## src/rtl/frame_agm_pkg.sv

```systemverilog
// Shared types for the frame address generator: scan modes, FSM states and
// the decoding of the external scan-mode select.
package frame_agm_pkg;

  typedef enum logic [1:0] {
    RASTER = 2'd0,
    HFLIP  = 2'd1,
    VFLIP  = 2'd2,
    ROT180 = 2'd3
  } mode_t;

  typedef enum logic [1:0] {
    IDLE  = 2'd0,
    RUN   = 2'd1,
    DRAIN = 2'd2,
    DONE  = 2'd3
  } state_t;

  // Reserved codes 4..7 fall back to raster order.
  function automatic mode_t sel_to_mode(input logic [2:0] sel);
    mode_t m;
    case (sel)
      3'd1:    m = HFLIP;
      3'd2:    m = VFLIP;
      3'd3:    m = ROT180;
      default: m = RASTER;
    endcase
    return m;
  endfunction

endpackage

```

## src/rtl/valid_delay.sv

```systemverilog
// Fixed-depth valid pipeline that turns read enables into write strobes.
// The tap feeding the last stage is exposed so the write address can be
// registered in the same cycle as the strobe.
module valid_delay #(
  parameter int unsigned PIPE_LAT = 2
) (
  input  logic clk,
  input  logic rst_n,
  input  logic i_vld,
  output logic o_vld,
  output logic o_vld_pre_c
);

  logic [PIPE_LAT-1:0] r_sr;
  logic [PIPE_LAT:0]   w_taps;

  assign w_taps      = {r_sr, i_vld};
  assign o_vld_pre_c = w_taps[PIPE_LAT-1];
  assign o_vld       = w_taps[PIPE_LAT];

  always_ff @(posedge clk or negedge rst_n) begin
    if (!rst_n) r_sr <= '0;
    else        r_sr <= w_taps[PIPE_LAT-1:0];
  end

endmodule

```

## src/rtl/frame_addr_gen.sv

```systemverilog
// Frame read/write address generator: issues one frame of source reads in a
// selectable scan order and raster-order destination writes PIPE_LAT later.
module frame_addr_gen
  import frame_agm_pkg::*;
#(
  parameter int unsigned IMG_W    = 256,
  parameter int unsigned IMG_H    = 256,
  parameter int unsigned ADDR_W   = 16,
  parameter int unsigned PIPE_LAT = 2
) (
  input  logic              clk,
  input  logic              reset_n,
  input  logic              start,
  input  logic [2:0]        sel,
  input  logic              pause,
  output logic              en_rd,
  output logic [ADDR_W-1:0] r_addr,
  output logic              wea,
  output logic [ADDR_W-1:0] w_addr,
  output logic              en_wr,
  output logic              busy,
  output logic              done
);

  localparam int unsigned N   = IMG_W * IMG_H;
  localparam int unsigned X_W = $clog2(IMG_W);
  localparam int unsigned Y_W = $clog2(IMG_H);

  localparam logic [X_W-1:0]    X_LAST = X_W'(IMG_W - 1);
  localparam logic [Y_W-1:0]    Y_LAST = Y_W'(IMG_H - 1);
  localparam logic [ADDR_W-1:0] W_A    = ADDR_W'(IMG_W);
  localparam logic [ADDR_W-1:0] XMAX_A = ADDR_W'(IMG_W - 1);
  localparam logic [ADDR_W-1:0] NM1_A  = ADDR_W'(N - 1);
  localparam logic [ADDR_W-1:0] RROW0  = ADDR_W'((IMG_H - 1) * IMG_W);

  state_t              r_state, w_next;
  mode_t               r_mode;
  logic [X_W-1:0]      r_x;
  logic [Y_W-1:0]      r_y;
  logic [ADDR_W-1:0]   r_row;
  logic [ADDR_W-1:0]   r_rrow;
  logic [ADDR_W-1:0]   r_wcnt;
  logic [ADDR_W-1:0]   w_xa;
  logic [ADDR_W-1:0]   w_raddr;
  logic                w_issue_c;
  logic                w_wea_pre;
  logic                w_x_last;
  logic                w_y_last;

  assign w_x_last = (r_x == X_LAST);
  assign w_y_last = (r_y == Y_LAST);
  assign en_wr    = busy;

  // Row base counts up for forward rows; r_rrow counts down for v-flip.
  always_comb begin
    w_xa = ADDR_W'(r_x);
    case (r_mode)
      HFLIP:   w_raddr = r_row + (XMAX_A - w_xa);
      VFLIP:   w_raddr = r_rrow + w_xa;
      ROT180:  w_raddr = NM1_A - (r_row + w_xa);
      default: w_raddr = r_row + w_xa;
    endcase
  end

  always_ff @(posedge clk or negedge reset_n) begin
    if (!reset_n) r_state <= IDLE;
    else          r_state <= w_next;
  end

  always_comb begin
    w_next    = r_state;
    w_issue_c = 1'b0;
    case (r_state)
      IDLE:  if (start) w_next = RUN;
      RUN: begin
        if (!pause) begin
          w_issue_c = 1'b1;
          if (w_x_last && w_y_last) w_next = DRAIN;
        end
      end
      // Leave once the final write strobe is being registered.
      DRAIN: if (w_wea_pre && (r_wcnt == NM1_A)) w_next = DONE;
      DONE:  w_next = IDLE;
      default: w_next = IDLE;
    endcase
  end

  always_ff @(posedge clk or negedge reset_n) begin
    if (!reset_n) begin
      en_rd  <= 1'b0;
      r_addr <= '0;
      w_addr <= '0;
      busy   <= 1'b0;
      done   <= 1'b0;
      r_mode <= RASTER;
      r_x    <= '0;
      r_y    <= '0;
      r_row  <= '0;
      r_rrow <= '0;
      r_wcnt <= '0;
    end else begin
      en_rd <= w_issue_c;
      busy  <= (r_state == RUN) || (r_state == DRAIN);
      done  <= (r_state == DONE);
      if ((r_state == IDLE) && start) begin
        r_mode <= sel_to_mode(sel);
        r_x    <= '0;
        r_y    <= '0;
        r_row  <= '0;
        r_rrow <= RROW0;
        r_wcnt <= '0;
      end else if (w_issue_c) begin
        r_addr <= w_raddr;
        if (w_x_last) begin
          r_x <= '0;
          if (!w_y_last) begin
            r_y    <= r_y + Y_W'(1);
            r_row  <= r_row + W_A;
            r_rrow <= r_rrow - W_A;
          end
        end else begin
          r_x <= r_x + X_W'(1);
        end
      end
      if (w_wea_pre) begin
        w_addr <= r_wcnt;
        r_wcnt <= r_wcnt + ADDR_W'(1);
      end
    end
  end

  valid_delay #(.PIPE_LAT(PIPE_LAT)) u_valid_delay (
    .clk         (clk),
    .rst_n       (reset_n),
    .i_vld       (en_rd),
    .o_vld       (wea),
    .o_vld_pre_c (w_wea_pre)
  );

endmodule

```

## config.mk

```make
export PLATFORM = sky130hd
export DESIGN_NAME = frame_addr_gen
export DESIGN_NICKNAME = d
export VERILOG_FILES = /design/src/rtl/frame_agm_pkg.sv /design/src/rtl/valid_delay.sv /design/src/rtl/frame_addr_gen.sv
export SDC_FILE = /design/constraint.sdc
export NUM_CORES = 1
export LEC_CHECK = 0
export ABC_CLOCK_PERIOD_IN_PS = 3400
export CELL_PAD_IN_SITES_DETAIL_PLACEMENT = 0
export CELL_PAD_IN_SITES_GLOBAL_PLACEMENT = 2
export CORE_MARGIN = 3
export CORE_UTILIZATION = 39
export DETAILED_ROUTE_END_ITERATION = 12
export GPL_TIMING_DRIVEN = 1
export HOLD_SLACK_MARGIN = 0.15
export PLACE_DENSITY_LB_ADDON = 0.15
export RECOVER_POWER = 100
export SETUP_SLACK_MARGIN = 0.02
export SYNTH_ARGS = -nofsm -noshare
export SYNTH_HDL_FRONTEND = slang
export SYNTH_SLANG_ARGS = --single-unit
export TNS_END_PERCENT = 100
```

## constraint.sdc

```tcl
create_clock -name clk -period 3.4 [get_ports clk]
set_input_delay 0.34 -clock clk [delete_from_list [all_inputs] [get_ports clk]]
set_output_delay 0.34 -clock clk [all_outputs]
set_load 0.03 [all_outputs]
```

==> metrics.sh, run 1 <==
RUN_STATUS='complete, no violations'
AREA_GROWTH_SYN_TO_LAYOUT_PCT=19.5
SYNTH_FF_TYPE='sky130_fd_sc_hd__dfrtp_1'
STATIC_LEAK_nW=2.35
ANTENNA-DIODE-COUNT=0
DRT-INITIAL-DRC-COUNT=185
CP-STARTPOINT='r_state[1]'
WORST_SETUP_PATH_END_KIND='flop'
CTSRESIZECOUNT=0
POWER.DENSITY_CELL_AREA_nW_PER_UM2=675
CP.ARRIVAL_NS=2.67
SETUP_REPAIR_AFTER_GLOBAL_ROUTING_MISSED_ITS_MARGIN='false'
CTS_MAX_PATH_BUFFERS=2
SYNTHESIS.INSTANCES=445
CTS-HTREE-LEVELS=3
LAYOUT_WORST_PATH_CYCLE_SHARE_PCT=72.8
WORST_CLOCK_SKEW_NS=0.00590
MIN_FROM='en_rd'
SYNTHARSTFLOPSHARE_PCT=100
CLK_PIN_SLEW_WORST_PATHS_NS=0.07
HOLD_VIOL_FINAL=0
WORST_EP_REQUIRED_TIME_NS=3.60
POST_CTS_HOLD_BUFFER_COUNT=1
INITIAL_UTILIZATION_PCT=40.2
FIN_CRIT_NS=2.47
CTS.REPAIR_TIMING.SETUP_BUFFER_COUNT=0
TIMING.FINAL.WS_SETUP_NS=0.926
CRITPATHMAXFANOUT=10
FLOORPLAN.DIE.WIDTH_UM=112
CRITICAL_PATH.MAX_STAGE_DELAY_NS=0.60
CRITPATHMOSTFREQUENTCELL='sky130_fd_sc_hd__nor2_1'
CRITICAL_PATH.SLOWEST_CELL='sky130_fd_sc_hd__or3_1'
TRITONCTS.NUM_BUFFERS=9
SYNTH_TOP_CELLS_BY_COUNT='sky130_fd_sc_hd__dfrtp_1, sky130_fd_sc_hd__nand2_1, sky130_fd_sc_hd__o21ai_0, sky130_fd_sc_hd__nor2_1, sky130_fd_sc_hd__nand3_1'
SYNTH.MOST_COMMON_CELL='sky130_fd_sc_hd__dfrtp_1'
POST_SYNTH.CELL_AREA_AVG_UM2=9.87
MAXCLOCKFREQUENCY_MHz=404
WORST_SKEW_PAIR.LATE_LATENCY_NS=0.34
TIMING.MAX_CAP.VIOLATIONS=0
TIMING.FINAL.MAX_SLEW_VIOLATIONS=0
ROUTE.VIAS.TOTAL=3300
TRACK_USAGE_PCT=16.6
DETAILED_ROUTING_ITERATION_COUNT_FOR_THE_PRE_ANTENNA_REPAIR_PASS=4
GLOBALPLACE.CONGESTION=0.751
PLACEMENT.IO_BUFFERS=43
POWER.COMBINATIONAL.FRACTION_PCT=32.3
FLOORPLAN.CORE_AREA_UM2=10900
TIGHTESTPINTRANSITION_NS=0.818
GRT_PASS1_VIAS=3351
SYNTH-WARNING-COUNT=0
PLACEMENT.SETUP.WORST_SLACK_NS=1.01
HPWLAFTERDP_MM=6.64
SYNTH_NETS=463
GRT_MAX_DEGREE=90
CELL_INTERNAL_PWR_W=0.00226
CRIT_CHAIN='inv_1, ha_1, nand2b_1, or3_1, nor2_1, mux2i_1, nor2_1'
SLEW_HEADROOM_PCT=45.5
VIASPERCELL=5.25
SYNTH_EDF_COUNT=0
ROWS=38
CLOCK_POWER_SHARE_PCT=29.0
FIN_NETS=502
CRITPATHKIND='flop to flop'
MIN_PATH_TYPE='flop to flop'
NETSWITCHINGPOWER_W=0.00129
CRIT-REG2REG-LAUNCH='r_state[1]'
DRIVE_GT1_SHARE_PCT=7.98
FLOORPLAN.DIE.HEIGHT_UM=112
SYNTH.LARGEST_AREA_CELL='sky130_fd_sc_hd__dfrtp_1'
SYNTH_CELL_TYPE_COUNT=48
CP-START-KIND='flop'
MAX-VDD-IR-DROP_mV=0.299
FILLERS=1067
DIE_AREA_UM2=12600
POSTROUTEANTENNANETS=0
CLOCK_TREE_FROM_TRITONCTS='done'
IO_PINS=44
DETAIL_ROUTE.WL_PER_CELL_UM=15.4
SETUP_VIOL_COUNT_FINAL=0
DRT-TOTAL-WL_MM=9.69
NUMBER_OF_ANTENNA_VIOLATIONS_AT_THE_FIRST_CHECK_IN_GLOBAL_ROUTING=0
DR_DRC_COUNT=0
SEQUENTIALPOWERSHARE_PCT=38.8
SYNTH.TOP_CELLS.BY_AREA='sky130_fd_sc_hd__dfrtp_1, sky130_fd_sc_hd__o21ai_0, sky130_fd_sc_hd__nand2_1'
SWITCHING_SHARE_OF_POWER_PCT=36.3
CELL_AREA_SYNTH_UM2=4390
CTS.ROOT.BUFFER_CELL='sky130_fd_sc_hd__clkbuf_16'
SYNTH_SEQUENTIAL_AREA_RATIO_PCT=50.7
TOTALNEGATIVESETUPSLACK_NS=0
SYNTH_TOP_CELL_AREA_SHARE_PCT=50.7
GRT_FIRST_PASS_WIRELENGTH_MM=17.0
COUNT_OF_STATE_ELEMENTS_AFTER_SYNTHESIS=89
GLOBALROUTEOVERFLOWTOTAL=0
CTS.SINK_COUNT=89
[registers in the layout, summed over array words and instances, names as in the netlist]
signal,cells
r_mode,2
r_x,8
en_rd,1
r_state,2
done,1
busy,1
w_addr,16
r_rrow,8
r_addr,16
u_valid_delay.r_sr,2
r_wcnt,16
r_y,8
r_row,8
[kinds of logic after synthesis]
kind of cell | count (synthesis) | synth area share, %
multiplexers | 25 | 6.15
other | 1 | 0.0854
adder cells (fa/ha/maj) | 11 | 3.13
AO/OA/AOI/OAI | 82 | 10.7
flip-flops | 89 | 50.7
AND/OR/NAND/NOR | 169 | 19.6
buffers and inverters | 38 | 3.67
XOR/XNOR | 30 | 5.98
[power by group through the flow]
stage | logic (W) | clock network [W] | registers [W]
4_1_cts | 0.00122 | 0.00105 | 0.00138
5_1_grt | 0.00127 | 0.00110 | 0.00140
3_5_place_dp | 0.00121 | 0 | 0.00140
6_report | 0.00114 | 0.00103 | 0.00137
2_1_floorplan | 0.000576 | 0 | 0.00158
3_3_place_gp | 0.00119 | 0 | 0.00139
[worst max-delay path, delay by kind of cell (launching register included)]
kind / cells / cell delay [ns]
muxes: 1 / 0.25
adders and majority gates: 1 / 0.19
buffers and inverters: 1 / 0.12
DFF: 1 / 0.42
and+or+nand+nor: 4 / 1.36
[layer usage]
metal | track usage (%) | vias up | routed length [um]
met4 | 5.77 | 0 | 139
met2 | 25.0 | 41 | 4410
met1 | 24.1 | 1616 | 4880
met3 | 3.13 | 11 | 264
met5 | 0 | - | 0
li1 | - | 1632 | -
[layout by cell type (no fill, tap or decap), types with 4 or more instances in the layout]
| master | synthesis | final |
|---|---|---|
| sky130_fd_sc_hd__clkdlybuf4s50_1 | 0 | 5 |
| sky130_fd_sc_hd__xor2_1 | 12 | 12 |
| sky130_fd_sc_hd__nand3b_1 | 4 | 4 |
| sky130_fd_sc_hd__mux2_2 | 15 | 15 |
| sky130_fd_sc_hd__inv_1 | 14 | 15 |
| sky130_fd_sc_hd__o211ai_1 | 5 | 5 |
| sky130_fd_sc_hd__nor4_2 | 4 | 4 |
| sky130_fd_sc_hd__clkbuf_1 | 17 | 6 |
| sky130_fd_sc_hd__nor3_1 | 7 | 7 |
| sky130_fd_sc_hd__a21oi_1 | 12 | 12 |
| sky130_fd_sc_hd__nand3_1 | 26 | 26 |
| sky130_fd_sc_hd__and3_1 | 7 | 7 |
| sky130_fd_sc_hd__xnor2_1 | 18 | 18 |
| sky130_fd_sc_hd__dfrtp_1 | 89 | 89 |
| sky130_fd_sc_hd__o21ai_0 | 43 | 46 |
| sky130_fd_sc_hd__nand2_1 | 53 | 53 |
| sky130_fd_sc_hd__nor4_1 | 5 | 5 |
| sky130_fd_sc_hd__nand4_1 | 11 | 11 |
| sky130_fd_sc_hd__clkbuf_16 | 0 | 9 |
| sky130_fd_sc_hd__mux2i_1 | 9 | 9 |
| sky130_fd_sc_hd__ha_1 | 11 | 11 |
| sky130_fd_sc_hd__nor2_1 | 37 | 38 |
| sky130_fd_sc_hd__o31ai_1 | 4 | 4 |
| sky130_fd_sc_hd__dlygate4sd3_1 | 0 | 38 |
| sky130_fd_sc_hd__a31oi_1 | 5 | 5 |
[metrics by stage]
step	instances	hold slack (ns)	util (%)	instance area (um^2)	power (W)
3_5_place_dp	612	0.406	45.3	4960	0.00262
2_1_floorplan	445	0.0444	-	4390	0.00215
6_report	629	0.403	48.0	5250	0.00354
3_3_place_gp	612	0.403	45.3	4960	0.00259
4_1_cts	629	0.416	48.2	5270	0.00365
5_1_grt	629	0.420	48.0	5250	0.00378
[path summary, 6_finish.rpt]
| kind | endpoint | cells past startpoint | slack [ns] |
|---|---|---|---|
| worst min register to register | u_valid_delay.r_sr[0] | 0 | 0.40 |
| worst min-delay path | u_valid_delay.r_sr[0] | 0 | 0.40 |
| min in group asynchronous | w_addr[5] | 3 | 0.63 |
| worst max register to register | r_row[9] | 7 | 0.93 |
| worst max-delay path | r_row[9] | 7 | 0.93 |
| max in group asynchronous | r_addr[15] | 3 | 2.38 |
[cell type report]
class | instances | area, um^2 | area share (%)
flip-flops and latches | 89 | 2230 | 42.4
well taps | 140 | 175 | 3.34
repair buffers | 51 | 484 | 9.23
clock inverters | 4 | 51.3 | 0.978
clock buffers | 12 | 256 | 4.89
inverters | 15 | 56.3 | 1.07
multi-input cells | 318 | 2000 | 38.1
(Power assumes the default switching activity.)
==> run 2: changes to the inputs <==
--- a/config.mk
+++ b/config.mk
@@ -5,11 +5,11 @@
 export SDC_FILE = /design/constraint.sdc
 export NUM_CORES = 1
 export LEC_CHECK = 0
-export ABC_CLOCK_PERIOD_IN_PS = 3400
+export ABC_CLOCK_PERIOD_IN_PS = 2110
 export CELL_PAD_IN_SITES_DETAIL_PLACEMENT = 0
 export CELL_PAD_IN_SITES_GLOBAL_PLACEMENT = 2
 export CORE_MARGIN = 3
-export CORE_UTILIZATION = 39
+export CORE_UTILIZATION = 33
 export DETAILED_ROUTE_END_ITERATION = 12
 export GPL_TIMING_DRIVEN = 1
 export HOLD_SLACK_MARGIN = 0.15
==> constraint.sdc (replaced) <==
create_clock -name clk -period 2.11 [get_ports clk]
set_input_delay 0.211 -clock clk [delete_from_list [all_inputs] [get_ports clk]]
set_output_delay 0.211 -clock clk [all_outputs]
set_load 0.03 [all_outputs]
==> run 2 against run 1 <==
Routed wire length is 5.3% higher. Via count increased by 1.8%. Count of clock-buffer cells in the layout is 2 higher. Clock power increased by 44%. Largest cell class unchanged. Flip-flop and latch count unchanged. Sequential power increased by 61%. Register-to-register slack worse by 0.83 ns. Global-route usage shrank 1.6 points. Clock skew fell by 0.0020 ns. Highest routed layer unchanged. First-iteration DRC count is 12% higher.
==> metrics.sh, run 2 (same netlist as run 1, synthesis figures left out) <==
MIN_PATH_TYPE='flop to flop'
HOLD_VIOL_FINAL=0  # unchanged
DRIVE_GT1_SHARE_PCT=10.8  # +2.8 points
WORST_CLOCK_SKEW_NS=0.00387  # -0.00203 ns
PLACEMENT.IO_BUFFERS=43  # unchanged
SLEW_HEADROOM_PCT=44.0  # -1.4 points
WORST_SKEW_PAIR.LATE_LATENCY_NS=0.34  # about the same
PLACED_CELLS_INCL_TAPS=659  # +7.7%
GLOBALROUTEOVERFLOWTOTAL=0  # unchanged
ANTENNA-DIODE-COUNT=0  # unchanged
HPWLAFTERDP_MM=7.23  # +8.9%
CRITPATHMAXFANOUT=5  # -5
CTS_MAX_PATH_BUFFERS=2  # unchanged
POWER.DENSITY_CELL_AREA_nW_PER_UM2=1040  # +55%
CP.ARRIVAL_NS=2.24  # -0.43 ns
SETUP_VIOL_COUNT_FINAL=0  # unchanged
MOST_FREQUENT_STANDARD_CELL_IN_THE_LAYOUT_EXCLUDING_FILL_AND_TAP_CELLS='sky130_fd_sc_hd__dfrtp_1'
WORST_EP_REQUIRED_TIME_NS=2.34  # -1.26 ns
CTS.SINK_COUNT=89  # unchanged
STATIC_LEAK_nW=2.42  # +2.8%
TIGHTESTPINTRANSITION_NS=0.839  # +0.0217 ns
CTS.ROOT.BUFFER_CELL='sky130_fd_sc_hd__clkbuf_16'
NUMBER_OF_ANTENNA_VIOLATIONS_AT_THE_FIRST_CHECK_IN_GLOBAL_ROUTING=0  # unchanged
CLK_PIN_SLEW_WORST_PATHS_NS=0.06  # about the same
FIN_NETS=517  # +3.0%
GRT_PASS1_VIAS=3323  # -0.84%
WORST_SETUP_PATH_END_KIND='flop'
DIE_AREA_UM2=14700  # +17%
SETUP_REPAIR_AFTER_GLOBAL_ROUTING_MISSED_ITS_MARGIN='false'
FLOORPLAN.DIE.WIDTH_UM=121  # +8.2%
MOST-COMMON-LAYOUT-CELLS='sky130_fd_sc_hd__dfrtp_1, sky130_fd_sc_hd__nand2_1, sky130_fd_sc_hd__o21ai_0'
TRACK_USAGE_PCT=15.0  # -1.6 points
TOTALNEGATIVESETUPSLACK_NS=0  # unchanged
TOTALPOWERFINAL_W=0.00560  # +58%
POST_LAYOUT_NONFILLER_INSTANCES=674  # +7.2%
ROUTE.VIAS.TOTAL=3360  # +1.8%
MAX-VDD-IR-DROP_mV=0.297  # -0.39%
FLOORPLAN.DIE.HEIGHT_UM=121  # +8.2%
DRT-TOTAL-WL_MM=10.2  # +5.3%
CP-START-KIND='flop'
PLACEDINSTANCEAREA_UM2=5120  # +3.3%
FLOORPLAN.CORE_AREA_UM2=12800  # +17%
POST-ROUTE-UTIL_PCT=41.8  # -6.2 points
DRT-INITIAL-DRC-COUNT=208  # +12%
FINAL_DESIGN_AREA_NO_FILL_UM2=5370  # +2.2%
RUN_STATUS='complete, no violations'
GRT_MAX_DEGREE=58  # -36%
GRT_FIRST_PASS_WIRELENGTH_MM=17.4  # +2.5%
VIASPERCELL=4.99  # -5.0%
CLOCK_TREE_FROM_TRITONCTS='done'
GLOBALPLACE.CONGESTION=0.781  # +4.0%
TRITONCTS.NUM_BUFFERS=9  # unchanged
IO_PINS=44  # unchanged
MAXCLOCKFREQUENCY_MHz=496  # +23%
TIMING.FINAL.MAX_SLEW_VIOLATIONS=0  # unchanged
AREA_GROWTH_SYN_TO_LAYOUT_PCT=22.1
ROWS=41  # +7.9%
POSTROUTEANTENNANETS=0  # unchanged
DETAILED_ROUTING_ITERATION_COUNT_FOR_THE_PRE_ANTENNA_REPAIR_PASS=4  # unchanged
FIN_CRIT_NS=2.01  # -0.460 ns
BIGGESTREGSBYFLOPS='r_addr: 16 flops, r_wcnt: 16 flops, w_addr: 16 flops'
LAYOUT_WORST_PATH_CYCLE_SHARE_PCT=95.5  # +23 points
DETAIL_ROUTE.WL_PER_CELL_UM=15.1  # -1.8%
CRITPATHKIND='flop to flop'
DR_DRC_COUNT=0  # unchanged
TIMING.MAX_CAP.VIOLATIONS=0  # unchanged
CTS-HTREE-LEVELS=3  # unchanged
INITIAL_UTILIZATION_PCT=34.3  # -5.9 points
## run 2: worst max-delay path, stage by stage, from the launching register on
cell and delay (ns):
sky130_fd_sc_hd__dfrtp_1 0.40, sky130_fd_sc_hd__ha_1 0.19, sky130_fd_sc_hd__nand3_1 0.19, sky130_fd_sc_hd__o41ai_1 0.40, sky130_fd_sc_hd__o21ai_0 0.20, sky130_fd_sc_hd__a21oi_2 0.17, sky130_fd_sc_hd__mux2_1 0.33
## run 2: report_power, final
group          switching, W  internal [W]  leakage (nW)
clock              0.000629      0.000851         0.129
combinational       0.00119      0.000734          1.12
sequential         0.000216       0.00198          1.17
total               0.00203       0.00357          2.42
## run 2: layout make-up
class / instances / area (um^2)
repair buffers: 66 / 603
flip-flops and latches: 89 / 2230
inverters: 15 / 56.3
well taps: 172 / 215
clock buffers: 14 / 264
multi-input cells: 318 / 2000
fillers: 1286 / 7460
## run 2: repair_timing
action,4_1_cts,5_1_grt
endpoints found under the hold margin,32,0
buffers inserted,0,0
hold buffers,1,0
setup endpoints to repair,0,13
gates resized for setup,0,3
## run 2: per-layer routing
| metal | share of wire (%) | global-route usage, % |
|---|---|---|
| met1 | 51 | 22.0 |
| met2 | 44 | 21.6 |
| met3 | 3.7 | 2.66 |
| met4 | 1.9 | 6.44 |
| met5 | 0 | 0 |
## run 2: per-stage QoR
stage	worst slack, ns	hold WS [ns]
final	0.0959	0.406
after global routing	0.0156	0.438
after CTS	0.0522	0.376
after detailed placement	0.0160	0.202
after global placement	0.0501	0.200
after floorplan	0.196	-0.0846
## run 2: path summary, 6_finish.rpt
| check | cells past startpoint | startpoint | slack, ns | endpoint |
|---|---|---|---|---|
| min reg2reg | 0 | en_rd | 0.41 | u_valid_delay.r_sr[0] |
| max in group asynchronous | 3 | reset_n | 0.35 | r_y[1] |
| min in group asynchronous | 2 | reset_n | 0.50 | w_addr[5] |
| max reg2reg | 6 | r_x[1] | 0.1 | r_state[1] |
| min | 0 | en_rd | 0.41 | u_valid_delay.r_sr[0] |
| max | 6 | r_x[1] | 0.1 | r_state[1] |
